### config.mk
export PLATFORM = sky130hd
export DESIGN_NAME = memx_stream_reader
export DESIGN_NICKNAME = d
export VERILOG_FILES = /design/src/rtl/memx_stream_reader.sv
export SDC_FILE = /design/constraint.sdc
export NUM_CORES = 1
export LEC_CHECK = 0
export BUFFER_PORTS_ARGS = -buffer_cell sky130_fd_sc_hd__buf_4
export CORE_AREA = 2 2 250 252
export CTS_CLUSTER_DIAMETER = 200
export DETAILED_ROUTE_END_ITERATION = 7
export DIE_AREA = 0 0 252 254
export GPL_TIMING_DRIVEN = 0
export PLACE_DENSITY_LB_ADDON = 0.08
export SLEW_MARGIN = 10
export SYNTH_ARGS = -nofsm -noshare
export SYNTH_HDL_FRONTEND = slang
export SYNTH_SLANG_ARGS = --single-unit
### constraint.sdc
create_clock -name clk -period 2.55 [get_ports clk]
set_input_delay 0.1275 -clock clk [delete_from_list [all_inputs] [get_ports clk]]
set_output_delay 0.1275 -clock clk [all_outputs]
set_load 0.05 [all_outputs]
### src/rtl/memx_stream_reader.sv
// X-vector memory read engine: walks a word range and streams
// the packed elements of each word one per beat, LSB element first.
module memx_stream_reader #(
    parameter int element_width          = 64,
    parameter int memories_address_width = 20,
    parameter int no_of_units            = 8
) (
    input  logic                                     clk,
    input  logic                                     rst_n,
    input  logic                                     start,
    input  logic [memories_address_width-1:0]        base_address,
    input  logic [memories_address_width-1:0]        length,
    output logic [memories_address_width-1:0]        mem_rd_addr,
    input  logic [no_of_units*element_width-1:0]     mem_rd_data,
    output logic                                     out_valid,
    input  logic                                     out_ready,
    output logic [element_width-1:0]                 out_data,
    output logic [$clog2(no_of_units)-1:0]           out_elem_index,
    output logic                                     out_last,
    output logic                                     busy,
    output logic                                     done
);

    localparam int AW = memories_address_width;
    localparam int DW = no_of_units * element_width;
    localparam int IW = $clog2(no_of_units);
    localparam logic [IW-1:0] LAST_IDX = IW'(no_of_units - 1);

    typedef enum logic [1:0] {
        IDLE,
        FETCH,
        EMIT,
        DONE
    } state_t;

    state_t        state_q, state_d;
    logic [AW-1:0] addr_q, addr_d;
    logic [AW-1:0] rem_q, rem_d;
    logic [DW-1:0] word_q, word_d;
    logic [IW-1:0] idx_q, idx_d;

    always_ff @(posedge clk) begin
        if (!rst_n) begin
            state_q <= IDLE;
            addr_q  <= '0;
            rem_q   <= '0;
            word_q  <= '0;
            idx_q   <= '0;
        end else begin
            state_q <= state_d;
            addr_q  <= addr_d;
            rem_q   <= rem_d;
            word_q  <= word_d;
            idx_q   <= idx_d;
        end
    end

    always_comb begin
        state_d = state_q;
        addr_d  = addr_q;
        rem_d   = rem_q;
        word_d  = word_q;
        idx_d   = idx_q;
        unique case (state_q)
            IDLE: begin
                if (start) begin
                    if (length != '0) begin
                        addr_d  = base_address;
                        rem_d   = length;
                        state_d = FETCH;
                    end else begin
                        state_d = DONE;
                    end
                end
            end
            FETCH: begin
                word_d  = mem_rd_data;
                addr_d  = addr_q + 1'b1;
                rem_d   = rem_q - 1'b1;
                idx_d   = '0;
                state_d = EMIT;
            end
            EMIT: begin
                if (out_ready) begin
                    if (idx_q != LAST_IDX) begin
                        idx_d = idx_q + 1'b1;
                    end else if (rem_q != '0) begin
                        // next word is already addressed: load it with no bubble
                        word_d = mem_rd_data;
                        addr_d = addr_q + 1'b1;
                        rem_d  = rem_q - 1'b1;
                        idx_d  = '0;
                    end else begin
                        state_d = DONE;
                    end
                end
            end
            DONE: begin
                state_d = IDLE;
            end
            default: begin
                state_d = IDLE;
            end
        endcase
    end

    assign mem_rd_addr    = addr_q;
    assign out_valid      = (state_q == EMIT);
    assign out_data       = word_q[idx_q*element_width +: element_width];
    assign out_elem_index = idx_q;
    assign out_last       = out_valid && (rem_q == '0) && (idx_q == LAST_IDX);
    assign busy           = (state_q != IDLE);
    assign done           = (state_q == DONE);

endmodule

Word level (Yosys, flattened, before mapping). Index checks and enable logic that the tools add are counted.

Multiply operators: 0. Bitwise operators: 0. Shift-type cells: 1. $lt $le $gt $ge: 0. Equal/unequal tests: 12. Reductions and logical operators: 13. Multiplexer cells: 26. Div/mod/pow operators: 0. Add/subtract/negate cells: 3.

Operators by type and width (count): $mux W512 (3); $pmux W512 S2 (1); $shiftx A512 B10 Y64 (1); $mux W20 (10); $pmux W20 S3 (2); $reduce_bool A20 Y1 (2); $add A20 B1 Y20 const B (1); $logic_not A20 Y1 (1); $sub A20 B1 Y20 const B (1); $mux W2 (5); $mux W3 (3); $ne A2 B2 Y1 const B (4); $pmux W2 S4 (1); $reduce_and A4 Y1 (2); $pmux W3 S2 (1); $reduce_and A6 Y1 (1); $eq A2 B2 Y1 const B (2); $ne A2 B1 Y1 const B (2); $reduce_bool A2 Y1 (2); $add A3 B1 Y3 const B (1); $eq A3 B3 Y1 const B (1); $ne A3 B1 Y1 const B (1); $ne A3 B3 Y1 const B (1); $reduce_and A3 Y1 (1); other kinds (4) (5).

Memories kept: 0. Register bits: 557. Bits in read-only memories: 0. Memory bits (writable): 0. Output and inout bits: 91. Latch bits: 0.

Logic depth before layout (Yosys ltp). Gate-level depths: netlist (run 1).

Depth in word-level cells: 5. Gate-level depth with buffers: 10. Depth with buffers taken out: 7.

Worst setup path after synthesis (run 1). No wires, ideal clock.

Path type: reg2reg. Start point: register idx_q[1], in the netlist out_elem_index[1]. End point: register word_q[463]. Period minus slack after synthesis: 2.445 ns. Arrival: 2.375 ns. Buffers on the path: 3. Data required time: 2.480 ns. Slack: 0.105 ns. Cell stages (with the launch flop): 11. Cells stage by stage: dfxtp_1 ha_1 ha_1 nand2_1 nand2_1 o211a_1 clkbuf_1 clkbuf_1 clkbuf_1 nand2_1 a21oi_1.

Longest elaborated chain between the ends: 3.

RTL lines: start: declaration (RTL line 40) `logic [IW-1:0] idx_q, idx_d;`; start signal: assignment (RTL line 54) `idx_q <= idx_d;`; $ne A3 B3 Y1 (RTL line 85) `if (idx_q != LAST_IDX) begin`; $ne A2 B2 Y1 (no line); $reduce_and A4 Y1 (no line); end signal: assignment (RTL line 53) `word_q <= word_d;`; end: declaration (RTL line 39) `logic [DW-1:0] word_q, word_d;`.

No other way between the ends. A chain may end at the register's enable or synchronous reset.

Worst setup path in the final report (run 1).
Start point: register idx_q[0], in the netlist out_elem_index[0]. End point: output port out_data[61].

Longest elaborated chain between the ends: 1.

RTL lines: $shiftx A512 B10 Y64 (RTL line 109) `assign out_data = word_q[idx_q*element_width +: element_width];`; end: declaration (RTL line 17) `output logic [element_width-1:0] out_data,`.

No other way between the ends.

==> impl_metrics.json, run 1 <==
{
  "n_fill_cell": 5109,
  "fin_util_pct": 64.0,
  "gp_congestion": 0.930,
  "nNetsFinal": 4685,
  "cpPeakStageDelay_ns": 0.54,
  "worst_skew_pair.late_latency_ns": 0.63,
  "grt_usage_pct": 34.1,
  "period_minus_slack_ns": 2.62,
  "fp.dieArea_sq_um": 64000,
  "pwr-share-clk_pct": 18.5,
  "ios": 647,
  "start_util_pct": 39.8,
  "syn_area_sq_um": 24400,
  "layout.cells.non_filler": 4963,
  "ys_seq_elements": 557,
  "leakagePower_uw": 0.0158,
  "pre_cts_slack_ns": -1.31,
  "syn_to_final_growth_pct": 60.8,
  "p_int_uw": 27900,
  "ys_seq_area_share_pct": 45.7,
  "drc": 0,
  "viasPerCell": 5.45,
  "timing.fmax_mhz": 382,
  "power.density_nw_per_um2": 1290,
  "endpoint_kind": "output port",
  "finalPower_uw": 50600,
  "cts-htree-levels": 2,
  "hp-class": "in -> reg",
  "drt-initial-drc-count": 2249,
  "setup_slack_ns": -0.0690,
  "rows": 91,
  "maxCapViolations": 0,
  "p_sw_share_pct": 44.9,
  "synth_top_area_cell": "dfxtp_1",
  "clk_pin_slew_ns": 0.06,
  "p_sw_uw": 22700,
  "outcome": "complete, but fails checks",
  "syn_inst": 2841,
  "crit_slowest_cell": "mux4_2",
  "root_buffer": "clkbuf_16",
  "yosysWarnings": 0,
  "drive_gt1_share_pct": 27.3,
  "r2r_cells": 10,
  "rr_startpoint": "rem_q[0]$_SDFFE_PN0P_",
  "crit_path_start": "out_elem_index[0]$_SDFFE_PN0P_",
  "cp_common_cell": "clkbuf_16",
  "synth_ff_type": "dfxtp_1",
  "rsz0062_at_grt": "true",
  "synth-async-reset-ratio_pct": 0,
  "wire_per_inst_microns": 23.1,
  "synth_nets": 3406,
  "relSlewSlack_pct": 11.9,
  "drt.antenna.violating_nets": 0,
  "min_path_cells": 4,
  "slew_viol_final": 0,
  "clock_path_buffers": 3,
  "synth_top_area_share_pct": 45.7,
  "antenna_found_initial": 15,
  "post-dp-hpwl_microns": 81200,
  "placed_cells": 4276,
  "synth_top_cells_by_area": "dfxtp_1 (46%), nand2_1 (16%), mux4_2 (12%), a21oi_1 (11%), mux2_2 (3.0%)",
  "hold_viol_final": 0,
  "crit_family": "multiplexers",
  "syn_area_per_cell_sq_um": 8.58,
  "ir_worst_vdd_mv": 0.994,
  "criticalPathCategory": "reg -> out",
  "finalWirelength_microns": 114000,
  "crit_buf_inv": 4,
  "clock_skew_ns": 0.0209,
  "die_w_microns": 252,
  "min_from": "base_address[12]",
  "seq_power_share_pct": 29.4,
  "die_h_microns": 254,
  "comb_power_share_pct": 52.1,
  "grt_first_pass_wirelength_microns": 163000,
  "core_area_sq_um": 61300,
  "grt_pass1_vias": 26700,
  "cts_buffers": 61,
  "path_depth": 6,
  "synth-edff-count": 0,
  "failed_checks": "setup timing",
  "worst_ep_arrival_time_ns": 2.49,
  "startpoint_type": "register",
  "grt-ovfl-total": 0,
  "dr.pass1.iters": 5,
  "crit_chain": "clkbuf_16, clkbuf_16, buf_12, mux4_2, mux2_4, buf_6",
  "period_share_pct": 103,
  "vias": 27100,
  "worst-slew-pin-transition_ns": 1.32,
  "crit_required_ns": 2.42,
  "grt_max_degree": 20,
  "clock-sinks": 557,
  "yosysUniqueCellTypes": 65,
  "setup-violations-final": 62,
  "cts_tree": "yes",
  "cp_max_fo": 5,
  "port_buffers": 645
}
final timing paths:
| check | to | slack [ns] |
|---|---|---|
| worst min register to register | word_q[348]$_SDFFE_PN0P_ | 0.45 |
| worst max-delay path | out_data[61] | -0.07 |
| worst min-delay path | mem_rd_addr[12]$_SDFFE_PN0P_ | 0.03 |
| worst max register to register | word_q[76]$_SDFFE_PN0P_ | 0.07 |
area by class of cell:
type | instances | area (sq um) | area share (%)
multi-input cells | 2033 | 12300 | 31.4
flip-flops and latches | 557 | 11200 | 28.5
repair buffers | 1219 | 11000 | 28.1
clock buffers | 87 | 1800 | 4.58
plain buffers | 235 | 1570 | 4.01
well taps | 790 | 988 | 2.52
clock inverters | 22 | 305 | 0.779
inverters | 13 | 48.8 | 0.124
diodes | 7 | 17.5 | 0.0447
worst reg2reg max path, stage by stage, from the launching register on:
cell and delay [ns]:
dfxtp_1 0.33, inv_1 0.14, ha_1 0.19, nor3b_4 0.30, nand4_4 0.21, o211ai_4 0.32, buf_4 0.19, buf_8 0.21
buf_4 0.23, nand2_1 0.09, a21oi_1 0.19
cell usage in the layout (no fill, tap or decap), types with 45 or more instances in the layout:
cell,instances
buf_6,58
clkbuf_1,91
buf_4,633
clkbuf_16,71
buf_2,45
dfxtp_1,555
dlygate4sd3_1,554
mux4_2,128
nand2_1,1058
a21oi_1,540
mux2_4,52
synth_stat cells (18+ instances only):
master and number:
clkbuf_1 127, nand2_1 1059, o311ai_0 18, mux4_2 128, o31ai_1 22, nor3_1 18, buf_4 39, nor2_1 32
dfxtp_1 557, a21oi_1 540, mux2_2 64, buf_2 55
layer usage:
layer  track usage [%]  share of wire (%)  vias to the layer above
met5                 0               0.12                        -
met4              19.1                5.9                       22
met1              42.2                 40                    13000
met3              6.13                7.7                      355
li1                  -                  -                    12300
met2              56.3                 47                     1382
flip-flops by register name (all words and copies together) (netlist names):
signal	count
mem_rd_addr	20
out_elem_index	3
rem_q	20
state_q	2
word_q	512
kinds of logic after synthesis:
kind of cell	synth area share (%)
adder cells (fa/ha/maj)	0.462
AO/OA/AOI/OAI	15.0
flip-flops	45.7
multiplexers	14.9
AND/OR/NAND/NOR	19.0
buffers and inverters	4.95
power groups by stage:
stage | sequential, uW | clock, uW | combinational, uW
floorplan | 14500 | 0 | 15700
detailed placement | 14900 | 0 | 23800
CTS | 14700 | 9460 | 25600
global route | 15200 | 9780 | 28300
finish | 14900 | 9360 | 26400
global placement | 14700 | 0 | 23400
repair_timing:
action | CTS | global route
endpoints found under the setup margin | 619 | 312
gates cloned | 7 | 5
gates resized for setup | 248 | 69
endpoints found under the hold margin | 555 | 0
pin swaps | 2 | 2
buffers inserted | 8 | 2
hold buffers | 554 | 0
stage by stage:
stage	hold WS, ns	TNS (ns)	instance area [sq um]
6_report	0.0322	-1.88	39200
4_1_cts	0.00343	-5.01	38900
3_5_place_dp	0.386	-520.64	30200
3_3_place_gp	0.376	-531.82	30200
2_1_floorplan	0.263	0	24400
5_1_grt	0.0466	-4.92	39200
Note: power is estimated with default switching activity, not from simulation.
==> run 2, diff against run 1 <==
CAP_MARGIN = 0   (was not set)
CELL_PAD_IN_SITES_DETAIL_PLACEMENT = 1   (was not set)
CELL_PAD_IN_SITES_GLOBAL_PLACEMENT = 2   (was not set)
CORE_AREA = not set   (was 2 2 250 252)
CORE_MARGIN = 2   (was not set)
CORE_UTILIZATION = 31   (was not set)
DIE_AREA = not set   (was 0 0 252 254)
==> run 2 against run 1 <==
  * The run still ends with setup timing left
  * Clock power up 7%
  * Global-route usage down 3.5 points
  * Setup slack worse by 0.0095 ns
  * Final area up 1.4%
  * Non-clock buffer count down 1
  * Die area up 26%
  * Fmax down 0.36%
  * Worst hold slack better by 0.0016 ns
  * Clock skew down 0.0029 ns
  * Sequential power about the same
  * Wire length up 12%
  * Utilization down 13 points
==> impl_metrics.json, run 2 (synthesis results as in run 1) <==
{
  "r2r_end": "word_q[471]$_SDFFE_PN0P_",
  "syn_to_final_growth_pct": 63.1,
  "finalWirelength_microns": 128000,
  "viasPerCell": 5.15,
  "fp.dieArea_sq_um": 80900,
  "cts-htree-levels": 3,
  "postLayoutCellArea_sq_um": 39800,
  "grt-ovfl-total": 0,
  "core_area_sq_um": 77700,
  "root_buffer": "clkbuf_16",
  "relSlewSlack_pct": 8.05,
  "placed_cells": 4526,
  "rrSetupSlack_ns": 0.08,
  "dr.pass1.iters": 7,
  "grt_first_pass_wirelength_microns": 186000,
  "regMostFlops": "word_q",
  "startpoint_type": "register",
  "rsz0062_at_grt": "true",
  "worst_ep_arrival_time_ns": 2.50,
  "period_share_pct": 103,
  "fin_util_pct": 51.2,
  "pre_cts_slack_ns": -1.31,
  "clock_path_buffers": 3,
  "final_cell_mix": "nand2_1 (1057), buf_4 (630), dfxtp_1 (555)",
  "p_sw_share_pct": 45.6,
  "rows": 102,
  "outcome": "complete, but fails checks",
  "clock-sinks": 557,
  "placed_cell_area_sq_um": 30500,
  "failed_checks": "setup timing",
  "cp_max_fo": 6,
  "setup_slack_ns": -0.0785,
  "nNetsFinal": 4692,
  "p_sw_uw": 23700,
  "r2r_cells": 9,
  "start_util_pct": 31.4,
  "post-dp-hpwl_microns": 90100,
  "maxCapViolations": 0,
  "clk_pin_slew_ns": 0.06,
  "crit_required_ns": 2.42,
  "hp-class": "in -> reg",
  "drive_gt1_share_pct": 27.5,
  "layout.cells.non_filler": 5244,
  "leakagePower_uw": 0.0159,
  "ir_worst_vdd_mv": 0.776,
  "drt-initial-drc-count": 1553,
  "setup-violations-final": 60,
  "drt.antenna.violating_nets": 0,
  "final_common_cell": "nand2_1",
  "slew_viol_final": 0,
  "hold_viol_final": 0,
  "endpoint_kind": "output port",
  "wire_per_inst_microns": 24.5,
  "drc": 0,
  "rr_startpoint": "state_q[0]$_SDFFE_PN0P_",
  "grt_usage_pct": 30.6,
  "worst_skew_pair.late_latency_ns": 0.61,
  "seq_power_share_pct": 28.9,
  "pwr-share-clk_pct": 19.2,
  "grt_pass1_vias": 29300,
  "antenna_found_initial": 31,
  "timing.fmax_mhz": 380,
  "crit_path_start": "out_elem_index[0]$_SDFFE_PN0P_",
  "setup.worst_path.end": "out_data[23]",
  "p_int_uw": 28300,
  "die_w_microns": 284,
  "cts_tree": "yes",
  "finalPower_uw": 52100,
  "criticalPathCategory": "reg -> out",
  "vias": 27000,
  "grt_max_degree": 13,
  "comb_power_share_pct": 51.9,
  "worst-slew-pin-transition_ns": 1.38,
  "period_minus_slack_ns": 2.63,
  "die_h_microns": 284,
  "clock_skew_ns": 0.0180,
  "ios": 647,
  "cts_buffers": 69,
  "gp_congestion": 0.893,
  "port_buffers": 645,
  "largest_reg_flops": 512,
  "power.density_nw_per_um2": 1310
}
-- run 2: how the worst min path moves through the flow --
stage                                        endpoint  cells after the start             start
final                     mem_rd_addr[8]$_SDFFE_PN0P_                      4   base_address[8]
after global routing      mem_rd_addr[8]$_SDFFE_PN0P_                      4   base_address[8]
after CTS                 mem_rd_addr[8]$_SDFFE_PN0P_                      4   base_address[8]
after detailed placement      word_q[27]$_SDFFE_PN0P_                      3   mem_rd_data[27]
after global placement       word_q[467]$_SDFFE_PN0P_                      3  mem_rd_data[467]
after floorplan                word_q[0]$_SDFFE_PN0P_                      2    mem_rd_data[0]
-- run 2: timing repair --
item	in CTS	in global routing
setup endpoints to repair	613	283
hold buffers	551	0
pin swaps	2	1
gates cloned	8	6
resized for setup	264	59
hold endpoints to repair	551	0
buffers inserted	11	3
-- run 2: final cells by class --
type | count | area, sq um
repair buffers | 1219 | 11000
multi-input cells | 2033 | 12300
well taps | 1040 | 1300
flip-flops and latches | 557 | 11200
inverters | 13 | 48.8
diodes | 25 | 62.6
clock inverters | 14 | 181
fillers | 8874 | 38000
clock buffers | 109 | 2110
plain buffers | 234 | 1560
-- run 2: critical path, cell delays in order (launching register included) --
cell       delay (ns)
dfxtp_4          0.37
clkbuf_16        0.17
buf_12           0.17
clkbuf_16        0.17
mux4_2           0.54
mux2_4           0.31
buf_6            0.16
-- run 2: power groups by stage --
stage	combinational, uW	sequential, uW	clock [uW]
after floorplan	15700	14500	0
after global placement	23800	14900	0
after detailed placement	24400	15100	0
after CTS	26400	14900	10200
after global routing	29100	15400	10500
final	27000	15000	10000
-- run 2: layer usage --
layer / part of all wire (%) / global-route usage (%)
met1: 41 / 37.1
met2: 50 / 53.6
met3: 4.9 / 4.94
met4: 4.3 / 12.7
met5: 0.090 / 0
-- run 2: through the flow --
stage	hold WS [ns]	setup TNS (ns)
final	0.0337	-1.53
after global routing	0.0360	-4.73
after CTS	0.00220	-5.05
after detailed placement	0.385	-523.31
after global placement	0.377	-600.90
after floorplan	0.263	0
